[src/rtl/vga_pkg.sv]
// Shared 640x480@60 raster constants and counter type for the scan timing block and the draw blocks.
package vga_pkg;
  localparam int CNT_W = 10;
  typedef logic [CNT_W-1:0] cnt_t;

  localparam int VGA_H_SYNC  = 96;
  localparam int VGA_H_BACK  = 48;
  localparam int VGA_H_VIS   = 640;
  localparam int VGA_H_FRONT = 16;
  localparam int VGA_V_SYNC  = 2;
  localparam int VGA_V_BACK  = 33;
  localparam int VGA_V_VIS   = 480;
  localparam int VGA_V_FRONT = 10;

  localparam int VGA_H_TOTAL = VGA_H_SYNC + VGA_H_BACK + VGA_H_VIS + VGA_H_FRONT;
  localparam int VGA_V_TOTAL = VGA_V_SYNC + VGA_V_BACK + VGA_V_VIS + VGA_V_FRONT;

  localparam cnt_t VGA_H_VIS_START = cnt_t'(VGA_H_SYNC + VGA_H_BACK);
  localparam cnt_t VGA_H_VIS_END   = cnt_t'(VGA_H_SYNC + VGA_H_BACK + VGA_H_VIS - 1);
  localparam cnt_t VGA_V_VIS_START = cnt_t'(VGA_V_SYNC + VGA_V_BACK);
  localparam cnt_t VGA_V_VIS_END   = cnt_t'(VGA_V_SYNC + VGA_V_BACK + VGA_V_VIS - 1);

  function automatic logic in_span(input cnt_t c, input cnt_t lo, input cnt_t hi);
    return (c >= lo) && (c <= hi);
  endfunction
endpackage

[src/rtl/vga_scan_timing_if.sv]
// Counter/colour bus between the scan timing block (master) and the draw logic (slave).
interface vga_scan_timing_if;
  import vga_pkg::*;

  cnt_t HCounter;
  cnt_t VCounter;
  logic PixelEn;
  logic Visible;
  logic FrameStart;
  logic dR;
  logic dG;
  logic dB;

  modport master (output HCounter, VCounter, PixelEn, Visible, FrameStart,
                  input  dR, dG, dB);
  modport slave  (input  HCounter, VCounter, PixelEn, Visible, FrameStart,
                  output dR, dG, dB);
endinterface

[src/rtl/vga_axis_counter.sv]
// Wrapping counter 0..TOTAL-1 advanced by en; wrap is high on the enabled cycle leaving TOTAL-1.
module vga_axis_counter
  import vga_pkg::*;
#(
  parameter int TOTAL = VGA_H_TOTAL
) (
  input  logic clk,
  input  logic reset,
  input  logic en,
  output cnt_t count,
  output logic wrap
);
  localparam cnt_t LAST = cnt_t'(TOTAL - 1);

  assign wrap = en && (count == LAST);

  always_ff @(posedge clk) begin
    if (reset) begin
      count <= '0;
    end else if (en) begin
      count <= wrap ? '0 : count + 1'b1;
    end
  end
endmodule

[src/rtl/vga_scan_timing.sv]
// Raster scan generator: prescaled pixel tick, H/V counters, and registered syncs/colour to the DAC pins.
module vga_scan_timing
  import vga_pkg::*;
#(
  parameter int CLK_DIV  = 2,
  parameter int H_SYNC   = VGA_H_SYNC,
  parameter int H_BACK   = VGA_H_BACK,
  parameter int H_VIS    = VGA_H_VIS,
  parameter int H_FRONT  = VGA_H_FRONT,
  parameter int V_SYNC   = VGA_V_SYNC,
  parameter int V_BACK   = VGA_V_BACK,
  parameter int V_VIS    = VGA_V_VIS,
  parameter int V_FRONT  = VGA_V_FRONT,
  parameter bit SYNC_POL = 1'b0
) (
  input  logic                clk,
  input  logic                reset,
  vga_scan_timing_if.master   bus,
  output logic                HSync,
  output logic                VSync,
  output logic                R,
  output logic                G,
  output logic                B
);
  localparam int   H_TOTAL  = H_SYNC + H_BACK + H_VIS + H_FRONT;
  localparam int   V_TOTAL  = V_SYNC + V_BACK + V_VIS + V_FRONT;
  localparam cnt_t H_LO     = cnt_t'(H_SYNC + H_BACK);
  localparam cnt_t H_HI     = cnt_t'(H_SYNC + H_BACK + H_VIS - 1);
  localparam cnt_t V_LO     = cnt_t'(V_SYNC + V_BACK);
  localparam cnt_t V_HI     = cnt_t'(V_SYNC + V_BACK + V_VIS - 1);
  localparam cnt_t H_SYNC_C = cnt_t'(H_SYNC);
  localparam cnt_t V_SYNC_C = cnt_t'(V_SYNC);

  logic pix_tick;
  cnt_t h_cnt;
  cnt_t v_cnt;
  logic h_wrap;
  logic v_wrap;
  logic visible;

  // Tick is gated by reset so nothing downstream advances while reset is held.
  generate
    if (CLK_DIV > 1) begin : g_div
      localparam int            PW   = $clog2(CLK_DIV);
      localparam logic [PW-1:0] LAST = PW'(CLK_DIV - 1);
      logic [PW-1:0] presc;

      always_ff @(posedge clk) begin
        if (reset || presc == LAST) begin
          presc <= '0;
        end else begin
          presc <= presc + 1'b1;
        end
      end

      assign pix_tick = !reset && (presc == LAST);
    end else begin : g_nodiv
      assign pix_tick = !reset;
    end
  endgenerate

  vga_axis_counter #(.TOTAL(H_TOTAL)) u_h_cnt (
    .clk   (clk),
    .reset (reset),
    .en    (pix_tick),
    .count (h_cnt),
    .wrap  (h_wrap)
  );

  vga_axis_counter #(.TOTAL(V_TOTAL)) u_v_cnt (
    .clk   (clk),
    .reset (reset),
    .en    (h_wrap),
    .count (v_cnt),
    .wrap  (v_wrap)
  );

  assign visible        = in_span(h_cnt, H_LO, H_HI) && in_span(v_cnt, V_LO, V_HI);
  assign bus.HCounter   = h_cnt;
  assign bus.VCounter   = v_cnt;
  assign bus.PixelEn    = pix_tick;
  assign bus.Visible    = visible;
  assign bus.FrameStart = v_wrap;

  // Pins reflect the pre-advance counter position, one pixel tick late.
  always_ff @(posedge clk) begin
    if (reset) begin
      HSync     <= ~SYNC_POL;
      VSync     <= ~SYNC_POL;
      {R, G, B} <= 3'b000;
    end else if (pix_tick) begin
      HSync     <= (h_cnt < H_SYNC_C) ? SYNC_POL : ~SYNC_POL;
      VSync     <= (v_cnt < V_SYNC_C) ? SYNC_POL : ~SYNC_POL;
      {R, G, B} <= visible ? {bus.dR, bus.dG, bus.dB} : 3'b000;
    end
  end
endmodule

[src/flat_wrapper.sv]
// flat-port wrapper written by rule: the top's interface ports become plain ports
module vga_scan_timing_flat import vga_pkg::*;
#(
  parameter int CLK_DIV  = 2,
  parameter int H_SYNC   = VGA_H_SYNC,
  parameter int H_BACK   = VGA_H_BACK,
  parameter int H_VIS    = VGA_H_VIS,
  parameter int H_FRONT  = VGA_H_FRONT,
  parameter int V_SYNC   = VGA_V_SYNC,
  parameter int V_BACK   = VGA_V_BACK,
  parameter int V_VIS    = VGA_V_VIS,
  parameter int V_FRONT  = VGA_V_FRONT,
  parameter bit SYNC_POL = 1'b0
)
  (clk, reset, HSync, VSync, R, G, B, bus_HCounter, bus_VCounter, bus_PixelEn, bus_Visible, bus_FrameStart, bus_dR, bus_dG, bus_dB);
  vga_scan_timing_if bus_i ();
  input  logic clk;
  input  logic reset;
  output logic HSync;
  output logic VSync;
  output logic R;
  output logic G;
  output logic B;
  output wire logic [$bits(bus_i.HCounter)-1:0] bus_HCounter;
  output wire logic [$bits(bus_i.VCounter)-1:0] bus_VCounter;
  output wire logic [$bits(bus_i.PixelEn)-1:0] bus_PixelEn;
  output wire logic [$bits(bus_i.Visible)-1:0] bus_Visible;
  output wire logic [$bits(bus_i.FrameStart)-1:0] bus_FrameStart;
  input wire logic [$bits(bus_i.dR)-1:0] bus_dR;
  input wire logic [$bits(bus_i.dG)-1:0] bus_dG;
  input wire logic [$bits(bus_i.dB)-1:0] bus_dB;
  assign bus_HCounter = bus_i.HCounter;
  assign bus_VCounter = bus_i.VCounter;
  assign bus_PixelEn = bus_i.PixelEn;
  assign bus_Visible = bus_i.Visible;
  assign bus_FrameStart = bus_i.FrameStart;
  assign bus_i.dR = bus_dR;
  assign bus_i.dG = bus_dG;
  assign bus_i.dB = bus_dB;
  vga_scan_timing #(.CLK_DIV(CLK_DIV), .H_SYNC(H_SYNC), .H_BACK(H_BACK), .H_VIS(H_VIS), .H_FRONT(H_FRONT), .V_SYNC(V_SYNC), .V_BACK(V_BACK), .V_VIS(V_VIS), .V_FRONT(V_FRONT), .SYNC_POL(SYNC_POL)) u_core (.clk(clk), .reset(reset), .bus(bus_i), .HSync(HSync), .VSync(VSync), .R(R), .G(G), .B(B));
endmodule
[config.mk]
export PLATFORM = sky130hd
export DESIGN_NAME = vga_scan_timing_flat
export DESIGN_NICKNAME = d
export VERILOG_FILES = /design/src/rtl/vga_pkg.sv /design/src/rtl/vga_scan_timing_if.sv /design/src/rtl/vga_axis_counter.sv /design/src/rtl/vga_scan_timing.sv /design/src/flat_wrapper.sv
export SDC_FILE = /design/constraint.sdc
export NUM_CORES = 1
export LEC_CHECK = 0
export BUFFER_PORTS_ARGS = -buffer_cell sky130_fd_sc_hd__buf_2
export CAP_MARGIN = 20
export CORE_AREA = 8 8 60 62
export CTS_CLUSTER_SIZE = 14
export DETAILED_ROUTE_END_ITERATION = 12
export DIE_AREA = 0 0 68 70
export PLACE_DENSITY = 0.8
export SLEW_MARGIN = 10
export SYNTH_ARGS = -nofsm -noshare
export SYNTH_HDL_FRONTEND = slang
export SYNTH_SLANG_ARGS = --single-unit
[constraint.sdc]
create_clock -name clk -period 3.4 [get_ports clk]
set_clock_uncertainty 0.15 [all_clocks]
set_input_delay 0.68 -clock clk [delete_from_list [all_inputs] [get_ports clk]]
set_output_delay 0.68 -clock clk [all_outputs]
set_load 0.02 [all_outputs]
==> flow_summary.yaml <==
run_status:
  status: "finished clean"
logic_synthesis:
  async_flop_share_pct: 0
  synth_nets: 175
  syn_avg_cell_area_um2: 8.84
  netlist-cell-type-count: 44
  ys_warn_count: 0
  yosysSeqAreaShare_pct: 35.7
  ys_ff_latch: 26
  synth_edf_count: 0
  synth_cells: 165
  synth_flop_cell: "dfxtp_1"
  syn-cell-area_mm2: 0.00146
die:
  dieArea_mm2: 0.00476
  die_w_um: 68
  initial_core_util_pct: 54.8
  rows: 19
  core-area_mm2: 0.00266
  die-height_um: 70
  ioPinCount: 33
placement:
  io_buffers: 32
  placed_cells: 217
  post-dp-hpwl_um: 2710
  gp_congestion: 0.834
power:
  comb_power_share_pct: 5.2
  switchingPower_mw: 0.119
  pwr-share-seq_pct: 56.5
  p_int_mw: 0.439
  ir_worst_vdd_mv: 0.251
  power_leakage_nw: 0.675
  clockPowerShare_pct: 38.3
  power_density_mw_per_mm2: 338
  switching_share_pct: 21.3
detailed_routing:
  drt_iter0_markers: 62
  via_per_inst: 6.09
  maxUsedRoutingLayer: "met4"
  drc: 0
  met2WireLength_um: 1860
  wirelength_um: 3570
  antenna_left: 0
  dr_total_vias: 1346
  route.met3.wl_um: 152
  first_pass_iters: 4
  met1Wirelength_um: 1510
  post_drt_wl_per_cell_um: 16.1
setup_path:
  crit_chain: "nand2b_1, nor4_1, and3_1, buf_2"
  cp.arrival_ns: 1.99
  crit_family: "simple AND/OR/NAND/NOR gates"
  rr_worst_depth: 4
  cp-endpoint: "bus_FrameStart"
  crit_cells: 4
  crit_path_max_fanout: 13
  regToRegStartpoint: "u_core.u_h_cnt.count[4]$_SDFFE_PP0P_"
  cpMaxStageDelayCell: "dfxtp_1"
  crit_path_end_kind: "output pin"
  worstPathRequired_ns: 2.57
  r2r_end: "u_core.u_v_cnt.count[9]$_SDFFE_PP0N_"
  startpoint: "u_core.g_div.presc$_SDFF_PP0_"
  max_stage_delay_ns: 0.63
  path_class: "flop to output pin"
  path_buf_inv: 1
  r2r_slack_ns: 1.28
  cp-start-kind: "flop"
clock_tree:
  cts.clk_slew.worst_paths_ns: 0.15
  clock-sinks: 26
  postCtsSetupBuffers: 0
  root_buffer: "clkbuf_4"
  cts.path.max_buffers: 2
  clk_latency_ns: 0.33
  ctsHoldBuffers: 0
  postCtsResizedCells: 0
  htree_levels: 1
  cts_made_buffers: 3
  cts_tree: "yes"
sta:
  timing.hold.ws_ns: 0.349
  finalCritPeriodShare_pct: 83.1
  setup_viol_count_final: 0
  hold_viol: 0
  slew_violations: 0
  fmax_ghz: 0.354
  finalSetupTns_ns: 0
  tightestPinTransition_ns: 0.639
  period_minus_slack_ns: 2.82
  slew-limit-headroom_pct: 57.3
  rsz0062_at_grt: "false"
finish:
  mostFrequentLayoutCells: "buf_2, dfxtp_1, nor2_1, nor4_1, xnor2_1"
  finalNetCount: 201
  register_area_um2: 520
  area_growth_pct: 13.3
  fillers: 239
  multiInputGateArea_um2: 855
  n_antenna_cell: 0
  postLayoutCoreUtil_pct: 62.1
  final_cells: 221
  layout_commonest_cell: "buf_2"
  drive_gt1_share_pct: 24.2
grt:
  grt_overflow: 0
  grt_pass1_wl_um: 6130
  antenna_found_initial: 0
  first_global_vias: 1375
  grt_max_degree: 19
  grt_usage_pct: 15.7
hold_path:
  worstHoldPathType: "flop to flop"
job:
  max_cap_viol_count: 0
area by class of cell:
type | instances | area share (%)
multi-input combinational | 121 | 51.7
sequential | 26 | 31.5
timing repair buffer | 32 | 9.69
tap | 31 | 2.35
clock inverter | 1 | 1.82
inverter | 7 | 1.59
clock buffer | 3 | 1.36
metrics by stage:
| stage | total power, mW | setup slack [ns] | cell area, µm² |
|---|---|---|---|
| 2_1_floorplan | 0.341 | 0.896 | 1460 |
| 3_3_place_gp | 0.350 | 0.678 | 1600 |
| 3_5_place_dp | 0.351 | 0.638 | 1600 |
| 4_1_cts | 0.563 | 0.578 | 1650 |
| 5_1_grt | 0.575 | 0.343 | 1650 |
| 6_report | 0.558 | 0.576 | 1650 |
synth_stat cells (all sizes together), types with 3 or more instances:
| library cell | count | share of area [%] |
|---|---|---|
| nor2 | 20 | 5.1 |
| xor2 | 3 | 1.8 |
| inv | 7 | 1.8 |
| a22o | 3 | 1.8 |
| and3 | 3 | 1.4 |
| nor4 | 13 | 8.7 |
| a21oi | 6 | 2.1 |
| nand2 | 7 | 1.8 |
| nand3b | 3 | 1.8 |
| nand4b | 3 | 1.8 |
| nand2b | 7 | 3.0 |
| nor3 | 8 | 3.1 |
| nand4 | 5 | 2.1 |
| xnor2 | 8 | 4.8 |
| buf | 3 | 1.9 |
| clkbuf | 8 | 2.1 |
| dfxtp | 26 | 36 |
| ha | 5 | 4.3 |
power by group through the flow:
stage	sequential, mW	combinational, mW	clock (mW)
2_1_floorplan	0.324	0.0167	0
3_3_place_gp	0.322	0.0278	0
3_5_place_dp	0.322	0.0291	0
4_1_cts	0.316	0.0293	0.218
5_1_grt	0.317	0.0318	0.227
6_report	0.316	0.0291	0.214
worst min-delay path by stage:
stage	slack, ns	to	from	cells after the start
2_1_floorplan	0.44	u_core.u_h_cnt.count[0]$_SDFFE_PP0P_	u_core.g_div.presc$_SDFF_PP0_	2
3_3_place_gp	0.31	u_core.G$_SDFFE_PP0P_	u_core.G$_SDFFE_PP0P_	1
3_5_place_dp	0.31	u_core.R$_SDFFE_PP0P_	u_core.R$_SDFFE_PP0P_	1
4_1_cts	0.35	u_core.R$_SDFFE_PP0P_	u_core.R$_SDFFE_PP0P_	1
5_1_grt	0.37	u_core.R$_SDFFE_PP0P_	u_core.R$_SDFFE_PP0P_	1
6_report	0.35	u_core.R$_SDFFE_PP0P_	u_core.R$_SDFFE_PP0P_	1
registers in the layout (all words and copies together) (netlist names):
signal,cells
u_core.G,1
u_core.R,1
u_core.u_h_cnt.count,10
u_core.u_v_cnt.count,10
u_core.g_div.presc,1
u_core.HSync,1
u_core.B,1
u_core.VSync,1
worst register-to-register path: stages, from the launching register on:
cell and delay, ns:
dfxtp_1 0.48, nand3_1 0.49, or4_1 0.69, o21ai_1 0.16
a21oi_1 0.07
cells by family (layout without fill, tap and decap cells):
logic type | after synthesis | in the layout | share of synthesized area (%)
adder cells (fa/ha/maj) | 5 | 5 | 4.29
AO/OA/AOI/OAI | 22 | 22 | 11.1
flip-flops | 26 | 26 | 35.7
XOR/XNOR | 11 | 11 | 6.60
multiplexers | 2 | 2 | 1.37
buffers and inverters | 18 | 43 | 5.75
AND/OR/NAND/NOR | 81 | 81 | 35.2
layer usage:
metal / global-route usage [%] / vias up
met5: 0 / -
met4: 7.97 / 0
met3: 3.83 / 6
met2: 26.1 / 43
met1: 17.7 / 646
li1: - / 651
Note: power is estimated with default switching activity, not from simulation.
